<file path="src/rtl/prog_ctr_pkg.sv">
// Shared types and width defaults for the program counter / fetch sequencer.
// Latency: n/a (declarations only).
// Backpressure: n/a.
package prog_ctr_pkg;

  localparam int PC_W_DEF  = 12;
  localparam int SEL_W_DEF = 5;
  localparam int OFF_W_DEF = 8;
  localparam int CNT_W_DEF = 16;

  typedef enum logic [1:0] {
    IDLE = 2'd0,
    RUN  = 2'd1,
    DONE = 2'd2
  } pc_state_t;

  typedef enum logic [1:0] {
    NPC_HOLD = 2'd0,
    NPC_INC  = 2'd1,
    NPC_ABS  = 2'd2,
    NPC_REL  = 2'd3
  } npc_sel_t;

endpackage

</file>
<file path="src/rtl/sat_ctr.sv">
// Saturating up-counter with synchronous clear (clear wins over enable).
// Latency: count reflects clr/en one cycle after the sampling edge.
// Backpressure: none; en simply gates counting.
module sat_ctr #(
  parameter int W = 16
) (
  input  logic         clk,
  input  logic         rst_n,
  input  logic         clr,
  input  logic         en,
  output logic [W-1:0] cnt
);

  // Count up on enable, stick at all-ones instead of wrapping.
  always_ff @(posedge clk or negedge rst_n) begin
    if (!rst_n) begin
      cnt <= '0;
    end else if (clr) begin
      cnt <= '0;
    end else if (en && (cnt != {W{1'b1}})) begin
      cnt <= cnt + 1'b1;
    end
  end

endmodule

</file>
<file path="src/rtl/prog_ctr.sv">
// Program counter and fetch sequencer: IDLE/RUN/DONE run control, next-PC mux, retired count.
// Latency: one cycle per instruction; ProgCtr/Running/Done update on the edge sampling inputs.
// Backpressure: Stall freezes PC, state and counter for the cycle; Start only honoured in IDLE/DONE.
module prog_ctr
  import prog_ctr_pkg::*;
#(
  parameter int PC_W  = PC_W_DEF,
  parameter int SEL_W = SEL_W_DEF,
  parameter int OFF_W = OFF_W_DEF,
  parameter int CNT_W = CNT_W_DEF
) (
  input  logic             Clk,
  input  logic             Reset_n,
  input  logic             Start,
  input  logic [PC_W-1:0]  StartAddr,
  input  logic             Stall,
  input  logic             Halt,
  input  logic             BranchEn,
  input  logic             RelEn,
  input  logic             Taken,
  input  logic [SEL_W-1:0] BranchSel,
  input  logic [OFF_W-1:0] Offset,
  input  logic [PC_W-1:0]  Target,
  output logic [SEL_W-1:0] LutAddr,
  output logic [PC_W-1:0]  ProgCtr,
  output logic             Running,
  output logic             Done,
  output logic [CNT_W-1:0] InstCount
);

  pc_state_t       state, state_nxt;
  npc_sel_t        npc_sel;
  logic            load;
  logic            cnt_clr;
  logic            cnt_en;
  logic [PC_W-1:0] pc_nxt;
  logic [PC_W-1:0] off_ext;

  // The LUT lookup is purely combinational so a taken branch resolves in one cycle.
  assign LutAddr = BranchSel;
  assign off_ext = {{(PC_W-OFF_W){Offset[OFF_W-1]}}, Offset};

  // Run-control and next-PC selection; Stall masks everything in RUN, Halt has top priority.
  always_comb begin
    state_nxt = state;
    npc_sel   = NPC_HOLD;
    load      = 1'b0;
    cnt_clr   = 1'b0;
    cnt_en    = 1'b0;
    case (state)
      IDLE, DONE: begin
        if (Start) begin
          state_nxt = RUN;
          load      = 1'b1;
          cnt_clr   = 1'b1;
        end
      end
      RUN: begin
        if (!Stall) begin
          cnt_en = 1'b1;
          if (Halt) begin
            state_nxt = DONE;
          end else if (BranchEn && Taken) begin
            npc_sel = NPC_ABS;
          end else if (RelEn && Taken) begin
            npc_sel = NPC_REL;
          end else begin
            npc_sel = NPC_INC;
          end
        end
      end
      default: state_nxt = IDLE;
    endcase
  end

  // Next-PC mux; arithmetic wraps naturally at PC_W bits.
  always_comb begin
    pc_nxt = ProgCtr;
    if (load) begin
      pc_nxt = StartAddr;
    end else begin
      case (npc_sel)
        NPC_INC:  pc_nxt = ProgCtr + 1'b1;
        NPC_ABS:  pc_nxt = Target;
        NPC_REL:  pc_nxt = ProgCtr + off_ext;
        default:  pc_nxt = ProgCtr;
      endcase
    end
  end

  // State and PC registers.
  always_ff @(posedge Clk or negedge Reset_n) begin
    if (!Reset_n) begin
      state   <= IDLE;
      ProgCtr <= '0;
    end else begin
      state   <= state_nxt;
      ProgCtr <= pc_nxt;
    end
  end

  assign Running = (state == RUN);
  assign Done    = (state == DONE);

  sat_ctr #(
    .W (CNT_W)
  ) u_inst_cnt (
    .clk   (Clk),
    .rst_n (Reset_n),
    .clr   (cnt_clr),
    .en    (cnt_en),
    .cnt   (InstCount)
  );

endmodule
</file>
<file path="config.mk">
export PLATFORM = sky130hd
export DESIGN_NAME = prog_ctr
export DESIGN_NICKNAME = d
export VERILOG_FILES = /design/src/rtl/prog_ctr_pkg.sv /design/src/rtl/sat_ctr.sv /design/src/rtl/prog_ctr.sv
export SDC_FILE = /design/constraint.sdc
export NUM_CORES = 1
export LEC_CHECK = 0
export CAP_MARGIN = 30
export CORE_MARGIN = 2
export CORE_UTILIZATION = 45
export CTS_CLUSTER_SIZE = 24
export DETAILED_ROUTE_END_ITERATION = 7
export GPL_ROUTABILITY_DRIVEN = 0
export HOLD_SLACK_MARGIN = 0.05
export PLACE_DENSITY = 0.88
export SYNTH_ARGS = -nofsm -noshare
export SYNTH_HDL_FRONTEND = slang
export SYNTH_SLANG_ARGS = --single-unit
export TNS_END_PERCENT = 10
</file>
<file path="constraint.sdc">
create_clock -name Clk -period 8.8 [get_ports Clk]
set_clock_uncertainty 0.05 [all_clocks]
set_input_delay 1.76 -clock Clk [delete_from_list [all_inputs] [get_ports Clk]]
set_output_delay 1.76 -clock Clk [all_outputs]
set_load 0.02 [all_outputs]
</file>
==> flow_metrics.tcl <==
set metrics [dict create \
    finalCriticalPeriod_ns 5.185 \
    die-area_um2 5543 \
    port_buffers 69 \
    cp_top_family "simple AND/OR/NAND/NOR gates" \
    postPlaceCellArea_um2 2954 \
    syn_to_final_growth_pct 37.31 \
    r2r_start "state[0]$_DFFE_PN0P_" \
    die_w_um 74.45 \
    ios 80 \
    total_power_mw 0.7036 \
    grt_usage_pct 21.94 \
    fill_cells 422 \
    p_leak_nw 1.268 \
    cts_htree_levels 2 \
    routedWlPerCell_um 14.70 \
    grt_max_degree 31 \
    critPathMaxFanout 10 \
    cp.required_ns 8.94 \
    dr.first_iter.drc_count 218 \
    drtAntennaViolNets 0 \
    placedCellCount 385 \
    worst_slew_pin_slew_ns 0.9116 \
    clock.fmax_mhz 192.9 \
    yosys-top-cells-count "dfrtp_1, nor2_1, nand2_1" \
    slowest_stage "ha_1" \
    tns_ns 0 \
    cts_setup_buffers 0 \
    stdcell_count 392 \
    netlist_instances 261 \
    postSynthNetCount 317 \
    hp-start "ProgCtr[0]$_DFFE_PN0P_" \
    period_share_pct 58.92 \
    synth_top_area_share_pct 33.61 \
    pwr-share-seq_pct 30.6 \
    setup_violations 0 \
    insertion_delay_ns 0.28 \
    start_util_pct 46.97 \
    drtPass1Iterations 4 \
    synthFlopType "dfrtp_1" \
    synth_cell_types 60 \
    power_frac_clock_pct 20.5 \
    cts.path.max_buffers 2 \
    place_hpwl_mm 4.288 \
    grt_pass1_vias 2071 \
    async_flop_share_pct 100.0 \
    drc_errors 0 \
    drive_gt1_share_pct 8.615 \
    cts.repair.resized 0 \
    crit_chain "clkdlybuf4s50_1 -> or3b_4 -> nor3_1 -> ha_1 -> or2b_1 -> ha_1 -> inv_1 -> fa_1 -> nor2b_1 -> o31a_1 -> o21bai_1 -> nor3b_1 -> nor3_1 -> o31ai_1" \
    final_area_um2 3067 \
    finalHoldViolCount 0 \
    cts_buffers 5 \
    netSwitchingPower_mw 0.2773 \
    worst-setup-path-type "input port to flip-flop" \
    p_per_area_nw_per_um2 229.4 \
    overflow 0 \
    rows 25 \
    ir_drop_mv 0.09633 \
    synth_edf_count 0 \
    diodes 0 \
    slowest_delay_ns 0.46 \
    switching_share_pct 39.41 \
    hold_class "flip-flop to flip-flop" \
    coreArea_um2 4755 \
    grt_pass1_wl_mm 9.349 \
    drv_cap 0 \
    p_int_mw 0.4263 \
    fin_nets 381 \
    cts.sinks 30 \
    outcome "complete, no violations" \
    slew_violations 0 \
    yosysSeqAreaShare_pct 33.61 \
    yosysWarningCount 0 \
    synth_top_area_cell "dfrtp_1" \
    totalWireLength_mm 5.762 \
    cts_tree "yes" \
    clkTransAtPathRegs_ns 0.06 \
    vias 2213 \
    critPathArrivalTime_ns 5.32 \
    die_h_um 74.45 \
    grt_antenna_before_repair 0 \
    synth-seq-cells 30 \
    rsz0062_at_grt "no" \
    combinationalPowerShare_pct 48.9 \
    synth.top_cells.by_area "dfrtp_1, ha_1, nor2_1" \
    cts-root-buf "clkbuf_8" \
    cp-startpoint "Stall" \
    final_core_util_pct 64.50 \
    syn-cell-area_um2 2233 \
    viasPerCell 5.645 \
    syn_avg_cell_area_um2 8.557 \
    cp_num_buf_inv 2 \
    holdBufCountCts 0 \
    cp-end-kind "flip-flop" \
    relSlewSlack_pct 39.22 \
    start_kind "input port" \
]
-- cell type report --
| type | count | area [um^2] | share of cell area [%] |
|---|---|---|---|
| timing repair buffer | 72 | 720.7 | 23.50 |
| sequential | 30 | 750.7 | 24.48 |
| clock inverter | 1 | 30.03 | 0.9792 |
| clock buffer | 6 | 82.58 | 2.693 |
| multi-input combinational | 208 | 1369 | 44.63 |
| tap | 67 | 83.83 | 2.734 |
| inverter | 8 | 30.03 | 0.9792 |
-- through the flow --
step	worst slack, ns	hold WS, ns
final	3.615	0.4681
after global routing	3.348	0.5014
after CTS	3.644	0.4746
after detailed placement	3.390	0.4599
after global placement	3.598	0.4557
after floorplan	4.276	0.5620
-- cells by family (layout without fill, tap and decap cells) --
kind of cell / Yosys count / in the layout / synth area share [%]
and+or+nand+nor: 114 / 114 / 27.73
AOI/OAI and AO/OA: 65 / 65 / 19.83
DFF: 30 / 30 / 33.61
buffers and inverters: 23 / 87 / 5.098
xor gates and xnor gates: 15 / 15 / 5.883
adders and majority gates: 11 / 11 / 6.499
muxes: 3 / 3 / 1.345
-- worst reg2reg max path, cell delays in order, from the launching register on --
cell	delay (ns)
dfrtp_1	0.43
or3b_4	0.42
nor3_1	0.28
ha_1	0.46
or2b_1	0.27
ha_1	0.19
inv_1	0.07
fa_1	0.17
nor2b_1	0.07
o31a_1	0.28
o21bai_1	0.29
nor3b_1	0.31
nor3_1	0.09
o31ai_1	0.24
-- path summary, 6_finish.rpt --
kind                                                 to  slack [ns]  cells after the start
worst max-delay path            ProgCtr[10]$_DFFE_PN0P_        3.62                     14
worst min-delay path             ProgCtr[0]$_DFFE_PN0P_        0.47                      2
worst max register to register  ProgCtr[10]$_DFFE_PN0P_        5.09                     13
worst min register to register   ProgCtr[0]$_DFFE_PN0P_        0.47                      2
max in group asynchronous        ProgCtr[6]$_DFFE_PN0P_        6.58                      2
min in group asynchronous        ProgCtr[8]$_DFFE_PN0P_        1.81                      2
-- layout by cell type (no fill, tap or decap), types with 4 or more instances in the layout --
master            n
xor2_1            8
nand2_1          28
nor3_1            6
and2_2            5
nor2_1           30
clkdlybuf4s50_1  69
o211ai_1          5
dfrtp_1          30
nor2b_1           5
a21oi_1          13
nand3_1           7
inv_1             8
o21a_1            4
nand4_1           5
xnor2_1           7
clkbuf_8          6
ha_1             10
o21ai_0          16
-- registers in the layout (all words and copies together), names as in the netlist --
name            flops
state               2
u_inst_cnt.cnt     16
ProgCtr            12
-- per-layer routing --
layer  routed length (um)  track usage, %
met5                    0               0
met3                  413           3.930
met4                  144           10.12
met2                 2746           35.59
met1                 2458           28.46
-- power groups by stage --
stage               clock network [mW]  registers [mW]  logic, mW
floorplan                            0           0.243      0.182
detailed placement                   0           0.217      0.343
global placement                     0           0.215      0.330
finish                           0.144           0.215      0.344
global route                     0.151           0.221      0.379
CTS                              0.146           0.215      0.345
Power figures use the tool's default switching activity.
